===== src/rtl/ffn_arbiter_pkg.sv =====
// Shared definitions for the FFN arbiter: FSM state encoding, Q8.8 element
// format constants and the default watchdog limit.
package ffn_arbiter_pkg;

  typedef enum logic [1:0] {
    StIdle  = 2'd0,
    StIssue = 2'd1,
    StWait  = 2'd2,
    StResp  = 2'd3
  } arb_state_e;

  // Q8.8 fixed-point element format.
  localparam int unsigned QIntBits  = 8;
  localparam int unsigned QFracBits = 8;
  localparam logic [15:0] QOne      = 16'h0100;

  localparam int unsigned DefaultTimeoutCycles = 64;

endpackage


===== src/rtl/ffn_arbiter_rr_picker.sv =====
// rr_picker: combinational round-robin selector.
// Finds the first set request bit at or after ptr_i, wrapping NumReq-1 -> 0.
// Ports:
//   req_i  request vector
//   ptr_i  round-robin start index (must be < NumReq)
//   gnt_o  one-hot grant (all zero when no request)
//   idx_o  index of the granted bit (0 when no request)
//   any_o  at least one request present
module ffn_arbiter_rr_picker #(
  parameter int unsigned NumReq = 4,
  localparam int unsigned IdW = (NumReq > 1) ? $clog2(NumReq) : 1
) (
  input  logic [NumReq-1:0] req_i,
  input  logic [IdW-1:0]    ptr_i,
  output logic [NumReq-1:0] gnt_o,
  output logic [IdW-1:0]    idx_o,
  output logic              any_o
);

  logic [IdW-1:0] cand;
  logic           found;

  always_comb begin
    gnt_o = '0;
    idx_o = '0;
    found = 1'b0;
    cand  = '0;
    for (int unsigned i = 0; i < NumReq; i++) begin
      cand = IdW'((32'(ptr_i) + i) % NumReq);
      if (!found && req_i[cand]) begin
        found       = 1'b1;
        gnt_o[cand] = 1'b1;
        idx_o       = cand;
      end
    end
  end

  assign any_o = |req_i;

endmodule


===== src/rtl/ffn_arbiter.sv =====
// ffn_arbiter: shares one FFN datapath among NUM_REQ requesters.
// Flow: IDLE (round-robin grant, capture vector) -> ISSUE (one-cycle start
// pulse) -> WAIT (capture FFN result) -> RESP (hold until rsp handshake).
// Optional feature: define FFN_ARB_TIMEOUT_EN to add a WAIT watchdog; on
// expiry a zero response is returned with err_timeout set.
// Ports:
//   clk, rst                  clock, synchronous active-high reset
//   req_valid/req_ready       per-requester handshake (ready one-hot, IDLE only)
//   req_x_flat                request vectors, requester k at slice k
//   ffn_valid_in/ffn_x_in     start pulse and vector to the FFN
//   ffn_valid_out/ffn_y_out   FFN result pulse and vector
//   rsp_valid/rsp_ready       response handshake; rsp_id/rsp_y payload
//   err_timeout               (FFN_ARB_TIMEOUT_EN only) response came from watchdog
//   busy                      high whenever not in IDLE
module ffn_arbiter
  import ffn_arbiter_pkg::*;
#(
  parameter int unsigned NUM_REQ        = 4,
  parameter int unsigned EMBED_DIM      = 4,
  parameter int unsigned DATA_WIDTH     = QIntBits + QFracBits,
  parameter int unsigned TIMEOUT_CYCLES = DefaultTimeoutCycles,
  localparam int unsigned IdW  = (NUM_REQ > 1) ? $clog2(NUM_REQ) : 1,
  localparam int unsigned VecW = EMBED_DIM * DATA_WIDTH
) (
  input  logic                      clk,
  input  logic                      rst,
  input  logic [NUM_REQ-1:0]        req_valid,
  output logic [NUM_REQ-1:0]        req_ready,
  input  logic [NUM_REQ*VecW-1:0]   req_x_flat,
  output logic                      ffn_valid_in,
  output logic [VecW-1:0]           ffn_x_in,
  input  logic [VecW-1:0]           ffn_y_out,
  input  logic                      ffn_valid_out,
  output logic                      rsp_valid,
  input  logic                      rsp_ready,
  output logic [IdW-1:0]            rsp_id,
  output logic [VecW-1:0]           rsp_y,
`ifdef FFN_ARB_TIMEOUT_EN
  output logic                      err_timeout,
`endif
  output logic                      busy
);

  arb_state_e     state_q, state_d;
  logic [IdW-1:0] rr_ptr_q, rr_ptr_d;
  logic [IdW-1:0] id_q, id_d;
  logic [VecW-1:0] x_q, x_d;
  logic [VecW-1:0] y_q, y_d;

  logic [NUM_REQ-1:0] pick_gnt;
  logic [IdW-1:0]     pick_idx;
  logic               pick_any;

`ifdef FFN_ARB_TIMEOUT_EN
  localparam int unsigned CntW = $clog2(TIMEOUT_CYCLES + 1);
  logic [CntW-1:0] wd_cnt_q, wd_cnt_d;
  logic            err_q, err_d;
`endif

  ffn_arbiter_rr_picker #(
    .NumReq(NUM_REQ)
  ) u_rr_picker (
    .req_i(req_valid),
    .ptr_i(rr_ptr_q),
    .gnt_o(pick_gnt),
    .idx_o(pick_idx),
    .any_o(pick_any)
  );

  always_comb begin
    state_d  = state_q;
    rr_ptr_d = rr_ptr_q;
    id_d     = id_q;
    x_d      = x_q;
    y_d      = y_q;
`ifdef FFN_ARB_TIMEOUT_EN
    wd_cnt_d = wd_cnt_q;
    err_d    = err_q;
`endif
    unique case (state_q)
      StIdle: begin
        if (pick_any) begin
          id_d    = pick_idx;
          x_d     = req_x_flat[pick_idx*VecW +: VecW];
          state_d = StIssue;
        end
      end
      StIssue: begin
`ifdef FFN_ARB_TIMEOUT_EN
        wd_cnt_d = '0;
`endif
        state_d = StWait;
      end
      StWait: begin
        if (ffn_valid_out) begin
          y_d     = ffn_y_out;
          state_d = StResp;
`ifdef FFN_ARB_TIMEOUT_EN
          err_d   = 1'b0;
        end else if (wd_cnt_q == CntW'(TIMEOUT_CYCLES - 1)) begin
          // Watchdog expired: answer with a zero vector flagged as an error.
          y_d     = '0;
          err_d   = 1'b1;
          state_d = StResp;
        end else begin
          wd_cnt_d = wd_cnt_q + 1'b1;
`endif
        end
      end
      StResp: begin
        if (rsp_ready) begin
          rr_ptr_d = (id_q == IdW'(NUM_REQ - 1)) ? '0 : id_q + 1'b1;
`ifdef FFN_ARB_TIMEOUT_EN
          err_d    = 1'b0;
`endif
          state_d  = StIdle;
        end
      end
      default: state_d = StIdle;
    endcase
  end

  always_ff @(posedge clk) begin
    if (rst) begin
      state_q  <= StIdle;
      rr_ptr_q <= '0;
      id_q     <= '0;
      x_q      <= '0;
      y_q      <= '0;
`ifdef FFN_ARB_TIMEOUT_EN
      wd_cnt_q <= '0;
      err_q    <= 1'b0;
`endif
    end else begin
      state_q  <= state_d;
      rr_ptr_q <= rr_ptr_d;
      id_q     <= id_d;
      x_q      <= x_d;
      y_q      <= y_d;
`ifdef FFN_ARB_TIMEOUT_EN
      wd_cnt_q <= wd_cnt_d;
      err_q    <= err_d;
`endif
    end
  end

  // Grant is combinational so the requester sees accept in the same cycle.
  assign req_ready    = (state_q == StIdle) ? pick_gnt : '0;
  assign ffn_valid_in = (state_q == StIssue);
  assign ffn_x_in     = x_q;
  assign rsp_valid    = (state_q == StResp);
  assign rsp_id       = id_q;
  assign rsp_y        = y_q;
  assign busy         = (state_q != StIdle);
`ifdef FFN_ARB_TIMEOUT_EN
  assign err_timeout  = err_q;
`endif

endmodule


===== config.mk =====
export PLATFORM = sky130hd
export DESIGN_NAME = ffn_arbiter
export DESIGN_NICKNAME = d
export VERILOG_FILES = /design/src/rtl/ffn_arbiter_pkg.sv /design/src/rtl/ffn_arbiter_rr_picker.sv /design/src/rtl/ffn_arbiter.sv
export SDC_FILE = /design/constraint.sdc
export NUM_CORES = 1
export LEC_CHECK = 0
export BUFFER_PORTS_ARGS = -buffer_cell sky130_fd_sc_hd__buf_2
export CORE_AREA = 3 3 181 183
export CTS_CLUSTER_DIAMETER = 150
export CTS_CLUSTER_SIZE = 20
export DETAILED_ROUTE_END_ITERATION = 6
export DIE_AREA = 0 0 184 186
export GPL_ROUTABILITY_DRIVEN = 0
export PLACE_DENSITY = 0.55
export SKIP_CTS_REPAIR_TIMING = 1
export SLEW_MARGIN = 15
export SYNTH_ARGS = -nofsm -noshare
export SYNTH_HDL_FRONTEND = slang
export SYNTH_HIERARCHICAL = 1
export SYNTH_SLANG_ARGS = --single-unit

===== constraint.sdc =====
create_clock -name clk -period 4.2 [get_ports clk]
set_clock_uncertainty 0.2 [all_clocks]
set_input_delay 0.63 -clock clk [delete_from_list [all_inputs] [get_ports clk]]
set_output_delay 0.63 -clock clk [all_outputs]
set_load 0.01 [all_outputs]

# [After elaboration in Yosys (flattened, before gate mapping)]
# Cells that the tools add are included.
# Widths: inputs -> output; s select.
[totals] register_bits=134 latchBits=0 mem_bits_rw=0 mem_bits_ro=0 out_inout_bits=137 word_cells=78 n_memories=0
[classes] addsub=4 n_mul=0 n_div=0 magnitude_cmp=8 eq_ne=7 shifts=1 mux=33 bitwise=3 n_reduce_logical=17
[op_table] op="$shiftx 256x9->64" n=1
[op_table] op="$mux 4" n=5
[op_table] op="$mux 2" n=8
[op_table] op="$lt 2x3->1 const B" n=4
[op_table] op="$or 4x4->4" n=3
[op_table] op="$mux 1" n=11
[op_table] op="$bmux 1 s2" n=4
[op_table] op="$demux 1 s2" n=4
[op_table] op="$ge 2x1->1 const B" n=4
[op_table] op="$pmux 2 s4" n=1
[op_table] op="$logic_and 1x1->1" n=7
[op_table] op="$eq 2x2->1 const B" n=3
[op_table] op="$reduce_and 2->1" n=3
[op_table] op="$add 2x1->2 const B" n=2
[op_table] op="$add 2x2->2 const B" n=2
[op_table] op="$ne 2x2->1 const B" n=2
[op_table] op="$reduce_or 4->1" n=1
[op_table] op="$logic_not 1->1" n=3
[op_table] op="$reduce_and 3->1" n=1
[op_table] op="$eq 2x1->1 const B" n=1
[op_table] op="$logic_not 2->1" n=1
[op_table] op="$ne 2x1->1 const B" n=1
[op_table] op="$reduce_bool 2->1" n=1

# [Logic depth before layout (Yosys ltp)]
# Gate-level depths: netlist (run 1).
[depth] ltp_word=13 mapped_depth=12 ltp_nobuf=9

# [Cells and area by module]
# Netlist (run 1), hierarchy kept.
[modules_own_cells] mod="ffn_arbiter" instances=1 cells_each=680 area_each_um2=6422.4
[modules_own_cells] mod="ffn_arbiter_rr_picker" instances=1 cells_each=49 area_each_um2=411.6

# [Worst setup path after synthesis (run 1)]
# Ideal clock, no wire load.
[synth_timing] path_type="flip-flop to flip-flop" from="reg rr_ptr_q[0]" to="reg x_q[0], in the netlist ffn_x_in[0]" setup_ps=122 t_arrival_ps=3010 required_ps=3878 path_slack_ps=868 stages_incl_launch_ff=11 n_path_buf=2 cell_sequence="dfxtp_1 -> buf_2 -> inv_1 -> ha_1 -> mux4_2 -> nor2b_1 -> o21ai_0 -> o31ai_1 -> clkbuf_1 -> mux2_2 -> a221o_1"
[synth_between] elab_chain_len=13 elab_cells_between_ends=25
[synth_lines] element="start: declaration" line="ffn_arbiter.sv:45" text="logic [IdW-1:0] rr_ptr_q, rr_ptr_d;"
[synth_lines] element="start signal: assignment" line="ffn_arbiter.sv:136" text="rr_ptr_q <= rr_ptr_d;"
[synth_lines] element="parallel branches: the longest is 11 deep, another holds $add 2x1->2"
[synth_lines] element="$mux 2 *" line="ffn_arbiter_rr_picker.sv:30" text="if (!found && req_i[cand]) begin"
[synth_lines] element="via pick_idx[0]" line="ffn_arbiter.sv:51" text="logic [IdW-1:0] pick_idx;"
[synth_lines] element="$shiftx 256x9->64 *" line="ffn_arbiter.sv:84" text="x_d = req_x_flat[pick_idx*VecW +: VecW];"
[synth_lines] element="end signal: assignment" line="ffn_arbiter.sv:128" text="x_q <= '0;"
[synth_lines] element="end signal: assignment" line="ffn_arbiter.sv:138" text="x_q <= x_d;"
[synth_lines] element="end: declaration" line="ffn_arbiter.sv:47" text="logic [VecW-1:0] x_q, x_d;"
# Mark *: on every way through the listed nets, which the timed path passes. The select of a mux whose other input is x is not followed.
# A chain may end at the register's enable or synchronous reset.

# [Final worst setup path (run 1)]
[layout_timing] from="reg rr_ptr_q[0]" to="reg x_q[34], in the netlist ffn_x_in[34]"
# The elaborated chain is that of the path after synthesis.

==> results.toml, run 1 <==
[status]
status = "completed"

[global_routing]
antenna_found_initial = 4
grt_pass1_vias = 6992
grt_max_degree = 72
grt_pass1_wl_mm = 39.4
track_usage = 0.149
grt_overflow = 0

[critical_path]
startpoint_type = "flip-flop"
startpoint = "rr_ptr_q[0]"
critPathKind = "flip-flop to flip-flop"
worstPathArrival_ns = 3.71
worst_setup_path_end_kind = "flip-flop"
cp.required_ns = 4.36
r2r-start = "rr_ptr_q[0]"
crit_path_max_fanout = 36

[cells_and_area]
fin_nets = 1509
drive_above_1_share = 0.480
n_fill_cell = 3358
final_cells = 1585
fin_util = 0.322
area_growth_pct = 47.9

[sta]
finalCriticalPeriod_ns = 3.55
grt_setup_unrepaired = "no"
finalCritPeriodShare = 0.844
fmaxAchievable_mhz = 282
setup-tns-final_ns = 0
hold_violations = 0
setup_violations = 0
slew_violations = 0
maxSlewHeadroom = 0.293
worst_slew_pin_slew_ns = 1.06

[power]
power_leakage_nw = 4.86
p_per_area_mw_per_mm2 = 514
ir_drop_uv = 233

[synthesis]
synthArstFlopShare = 0
synth_top_area_cell = "dfxtp_1"
synthTopCellsByCount = "nand2_1, dfxtp_1, mux2i_1"
synth_top_cell_area_share = 0.393
ys_ff_latch = 134
netlist_instances = 729
synth_edf_count = 0
yosysMostFrequentCell = "nand2_1"
ys_types = 41
yosysWarnings = 6
synth_area_leaders = "dfxtp_1, mux2i_1, a221o_1"
ys_seq_area_frac = 0.393
synth_flop_cell = "dfxtp_1"
syn_nets = 1068
syn_area_per_cell_um2 = 9.37
synth_area_mm2 = 0.00683

[drt]
vias = 7089
ant_nets = 0
wire_per_inst_um = 17.1
detail_route.first_pass.iterations = 4
routed_wl_mm = 27.1
drc_errors = 0
drt-initial-drc-count = 211
viasPerCell = 4.47

[clock_network]
cts_root_buffer = "clkbuf_16"
cts_buffer_depth = 2
cts.clk_slew.worst_paths_ns = 0.06
cts.sinks = 134
cts_made_buffers = 17
cts_tree = "yes"
cts-htree-levels = 4
clock_latency_ns = 0.42

[place]
place_hpwl_mm = 21.2
io_buffers = 464
dpl.cell_count = 1553

[die]
die_x_um = 184
io_pins = 465
rows = 65
dieArea_mm2 = 0.0342
core_area_mm2 = 0.0314
initial_core_util = 0.218
fp.dieH_um = 186

[hold_path]
hp-class = "input port to flip-flop"
worstHoldStart = "ffn_y_out[49]"

[job]
drv_cap = 0
==> kinds of logic after synthesis <==
kind of cell | share of synthesized area
AND/OR/NAND/NOR | 0.136
AO/OA/AOI/OAI | 0.170
multiplexers | 0.230
flip-flops | 0.393
buffers and inverters | 0.0520
adder cells (fa/ha/maj) | 0.0201
==> registers in the layout, summed over array words and instances (netlist names) <==
signal,count
ffn_x_in,64
rr_ptr_q,2
rsp_id,2
rsp_y,64
state_q,2
==> path summary, 6_finish.rpt <==
check	endpoint	slack, ns	cells past startpoint
setup reg to reg	ffn_x_in[34]	0.65	8
hold reg to reg	rsp_y[38]	0.25	2
setup / recovery	ffn_x_in[34]	0.65	8
hold / removal	rsp_y[49]	0.24	3
==> through the flow <==
step	hold slack [ns]	total power [W]	instance area (µm²)	setup slack [ns]
after global routing	0.210	0.00554	10100	0.433
after CTS	0.191	0.00530	10100	0.588
after detailed placement	0.243	0.00373	9510	0.433
final	0.238	0.00520	10100	0.654
after floorplan	0.268	0.00297	6830	0.868
after global placement	0.239	0.00370	9510	0.466
==> cell usage in the layout, fill, tap and decap left out, drive strengths merged, types with 2 or more instances in the layout <==
master,netlist,layout
nand3,4,4
mux2,55,55
a2bb2oi,8,8
ha,11,11
a22oi,8,8
a21oi,68,68
and2,5,5
nor2,62,62
mux2i,76,76
o21ai,15,15
a221o,55,55
clkbuf,16,24
bufinv,0,2
nor2b,6,6
nand2,137,137
clkinvlp,0,2
buf,42,480
clkinv,0,3
dfxtp,134,134
or4,2,2
inv,7,7
nor3,2,2
mux4,4,4
==> critical path, stage by stage (launching register included) <==
cell	delay, ns
dfxtp_1	0.32
buf_4	0.23
mux4_2	0.68
nor2_1	0.15
o21ai_0	0.09
a22o_1	0.26
nor3_4	0.79
buf_4	0.50
a221o_1	0.22
==> report_power, final <==
group	switching [W]	internal [W]	leakage, nW
Sequential	0.000164	0.00158	1.10
Combinational	0.00104	0.000887	3.48
Clock	0.000583	0.000949	0.288
==> final cells by class <==
type | instances | area [µm²] | area share
multi-input combinational | 530 | 3820 | 0.378
sequential | 134 | 2680 | 0.265
timing repair buffer | 480 | 2480 | 0.245
tap | 402 | 503 | 0.0497
clock buffer | 24 | 502 | 0.0496
clock inverter | 7 | 93.8 | 0.00928
inverter | 7 | 26.3 | 0.00260
antenna | 1 | 2.50 | 0.000247
==> metal layers <==
metal,vias up,share of wire,global-route usage
met5,-,0.00048,0
met4,2,0.019,0.0523
met3,32,0.087,0.0520
met2,312,0.49,0.257
met1,3249,0.40,0.172
li1,3494,-,-
No activity file was read; power rests on OpenSTA's default activity.
==> run 2, diff against run 1 <==
Settings changed: CORE_AREA 3 3 181 183 to 3 3 179 181, DIE_AREA 0 0 184 186 to 0 0 182 184, PLACE_DENSITY 0.55 to 0.58.
Clock period 4.2 ns to 3 ns, I/O delays scaled along.
==> run 2 against run 1 <==
  * The flow now finishes with violations (negative setup slack)
  * Via count increased by 6.9%
  * Sequential power rose by 42%
  * Largest power group unchanged
  * Sequential share of layout area shrank 2.7 points
  * Die area is 2.2% lower
  * Highest routed layer unchanged
  * Critical path depth grew 2
  * Flip-flop and latch count unchanged
  * Hold slack worse by 0.19 ns
  * Cell count is 4.2% higher
  * Wire length rose by 19%
  * Total power up 56%
  * First-iteration DRC count up 29%
  * Non-clock buffer count up 69
==> results.toml, run 2 (synthesized netlist as in run 1, its figures left out) <==
[sta]
finalCritPeriodShare = 1.04
timing.final.ws_setup_ns = -0.127
fin_hold_ws_ns = 0.0443
setup-tns-final_ns = -1.21
fmaxAchievable_mhz = 320
grt_setup_unrepaired = "yes"
finalCriticalPeriod_ns = 3.13
setup_violations = 38
slew_violations = 0
hold_violations = 0
worst_slew_pin_slew_ns = 0.651
maxSlewHeadroom = 0.566

[drt]
ant_nets = 0
vias = 7577
drt-initial-drc-count = 273
routed_wl_mm = 32.1
wire_per_inst_um = 19.4
drc_errors = 0
detail_route.first_pass.iterations = 4
viasPerCell = 4.59

[die]
initial_core_util = 0.223
dieArea_mm2 = 0.0335
core_area_mm2 = 0.0306
fp.dieH_um = 184
rows = 64
die_x_um = 182
io_pins = 465

[power]
ir_drop_uv = 513
p_per_area_mw_per_mm2 = 718
power_leakage_nw = 5.46
power_w = 0.00811

[clock_network]
clock_latency_ns = 0.44
cts_tree = "yes"
cts_made_buffers = 17
cts_buffer_depth = 2
cts_root_buffer = "clkbuf_16"
cts.sinks = 134
cts-htree-levels = 4
cts.clk_slew.worst_paths_ns = 0.07

[cells_and_area]
final_cell_mix = "buf_2, nand2_1, dfxtp_1, mux2i_1, a21oi_1"
drive_above_1_share = 0.533
final_common_cell = "buf_2"
area_growth_pct = 65.2
fin_nets = 1578

[global_routing]
track_usage = 0.162
grt_pass1_wl_mm = 41.4
grt_pass1_vias = 7240
antenna_found_initial = 11
grt_max_degree = 62
grt_overflow = 0

[critical_path]
cpMaxStageDelayCell = "dfxtp_2"
r2r-start = "rr_ptr_q[1]"
startpoint_type = "flip-flop"
crit_path_max_fanout = 7
r2r-end = "ffn_x_in[16]"
cp.required_ns = 2.35
r2r_slack_ns = -0.06
worstPathArrival_ns = 2.48
crit_path_end = "req_ready[0]"
critPathKind = "flip-flop to output pin"
worst_setup_path_end_kind = "output pin"
startpoint = "rr_ptr_q[1]"
critical_path.cell_chain = "inv_2 -> ha_4 -> mux4_2 -> buf_6 -> nor4b_4 -> buf_4 -> a22oi_1 -> o21ai_1 -> and2_1 -> buf_2"
reg2regPathDepth = 12
slowest_delay_ns = 0.37

[job]
drv_cap = 0

[place]
place_hpwl_mm = 22.7
io_buffers = 464

[status]
violations = "negative setup slack"
status = "finished with violations"

[hold_path]
worstHoldStart = "ffn_y_out[61]"
hold_depth = 3
hp-class = "input port to flip-flop"
[run 2: changes by cell type in the layout (fill, tap and decap cells not counted), sizes merged]
cell and delta:
buf +58, inv +7, clkbuf +5, diode +3, clkinv -2, clkinvlp +2
[run 2: routing by layer]
metal  GRT usage  share of wire  wire length [µm]  vias up
met5           0         0.0024                76        -
met4      0.0564          0.017               540       12
met3      0.0584          0.080              2580       38
met2       0.279           0.50             16200      351
met1       0.185           0.40             12700     3527
li1            -              -                 -     3649
[run 2: worst min path at each step]
stage                      end  slack (ns)
floorplan           state_q[1]        0.27
global route         rsp_y[19]        0.03
global placement     rsp_y[33]        0.24
detailed placement   rsp_y[14]        0.24
finish               rsp_y[61]        0.04
CTS                  rsp_y[46]       0.008
[run 2: area by class of cell]
type                       count  area (µm²)
tap                          396         495
antenna                        4        10.0
multi-input combinational    530        4030
clock buffer                  18         439
sequential                   134        2690
timing repair buffer         549        3440
clock inverter                14         165
inverter                       7        26.3
fill                        3133       19300
[run 2: worst max-delay path, delay by kind of cell (launching register included)]
kind	cells	cell delay (ns)
flops	1	0.37
simple gates	2	0.40
fa+ha+maj	1	0.28
compound gates	2	0.16
mux	1	0.32
buf+inv	4	0.53
[run 2: power by group]
group / total, W / internal, W / switching (W)
combinational: 0.00343 / 0.00173 / 0.00170
sequential: 0.00247 / 0.00221 / 0.000256
clock: 0.00222 / 0.00127 / 0.000944
[run 2: per-stage QoR]
step | util | area, µm² | instances | worst slack (ns)
detailed placement | 0.320 | 9780 | 1576 | -0.174
finish | 0.369 | 11300 | 1652 | -0.127
floorplan | - | 6860 | 729 | 0.000437
CTS | 0.340 | 10400 | 1608 | -0.374
global placement | 0.320 | 9780 | 1576 | -0.0969
global route | 0.369 | 11300 | 1652 | -0.230
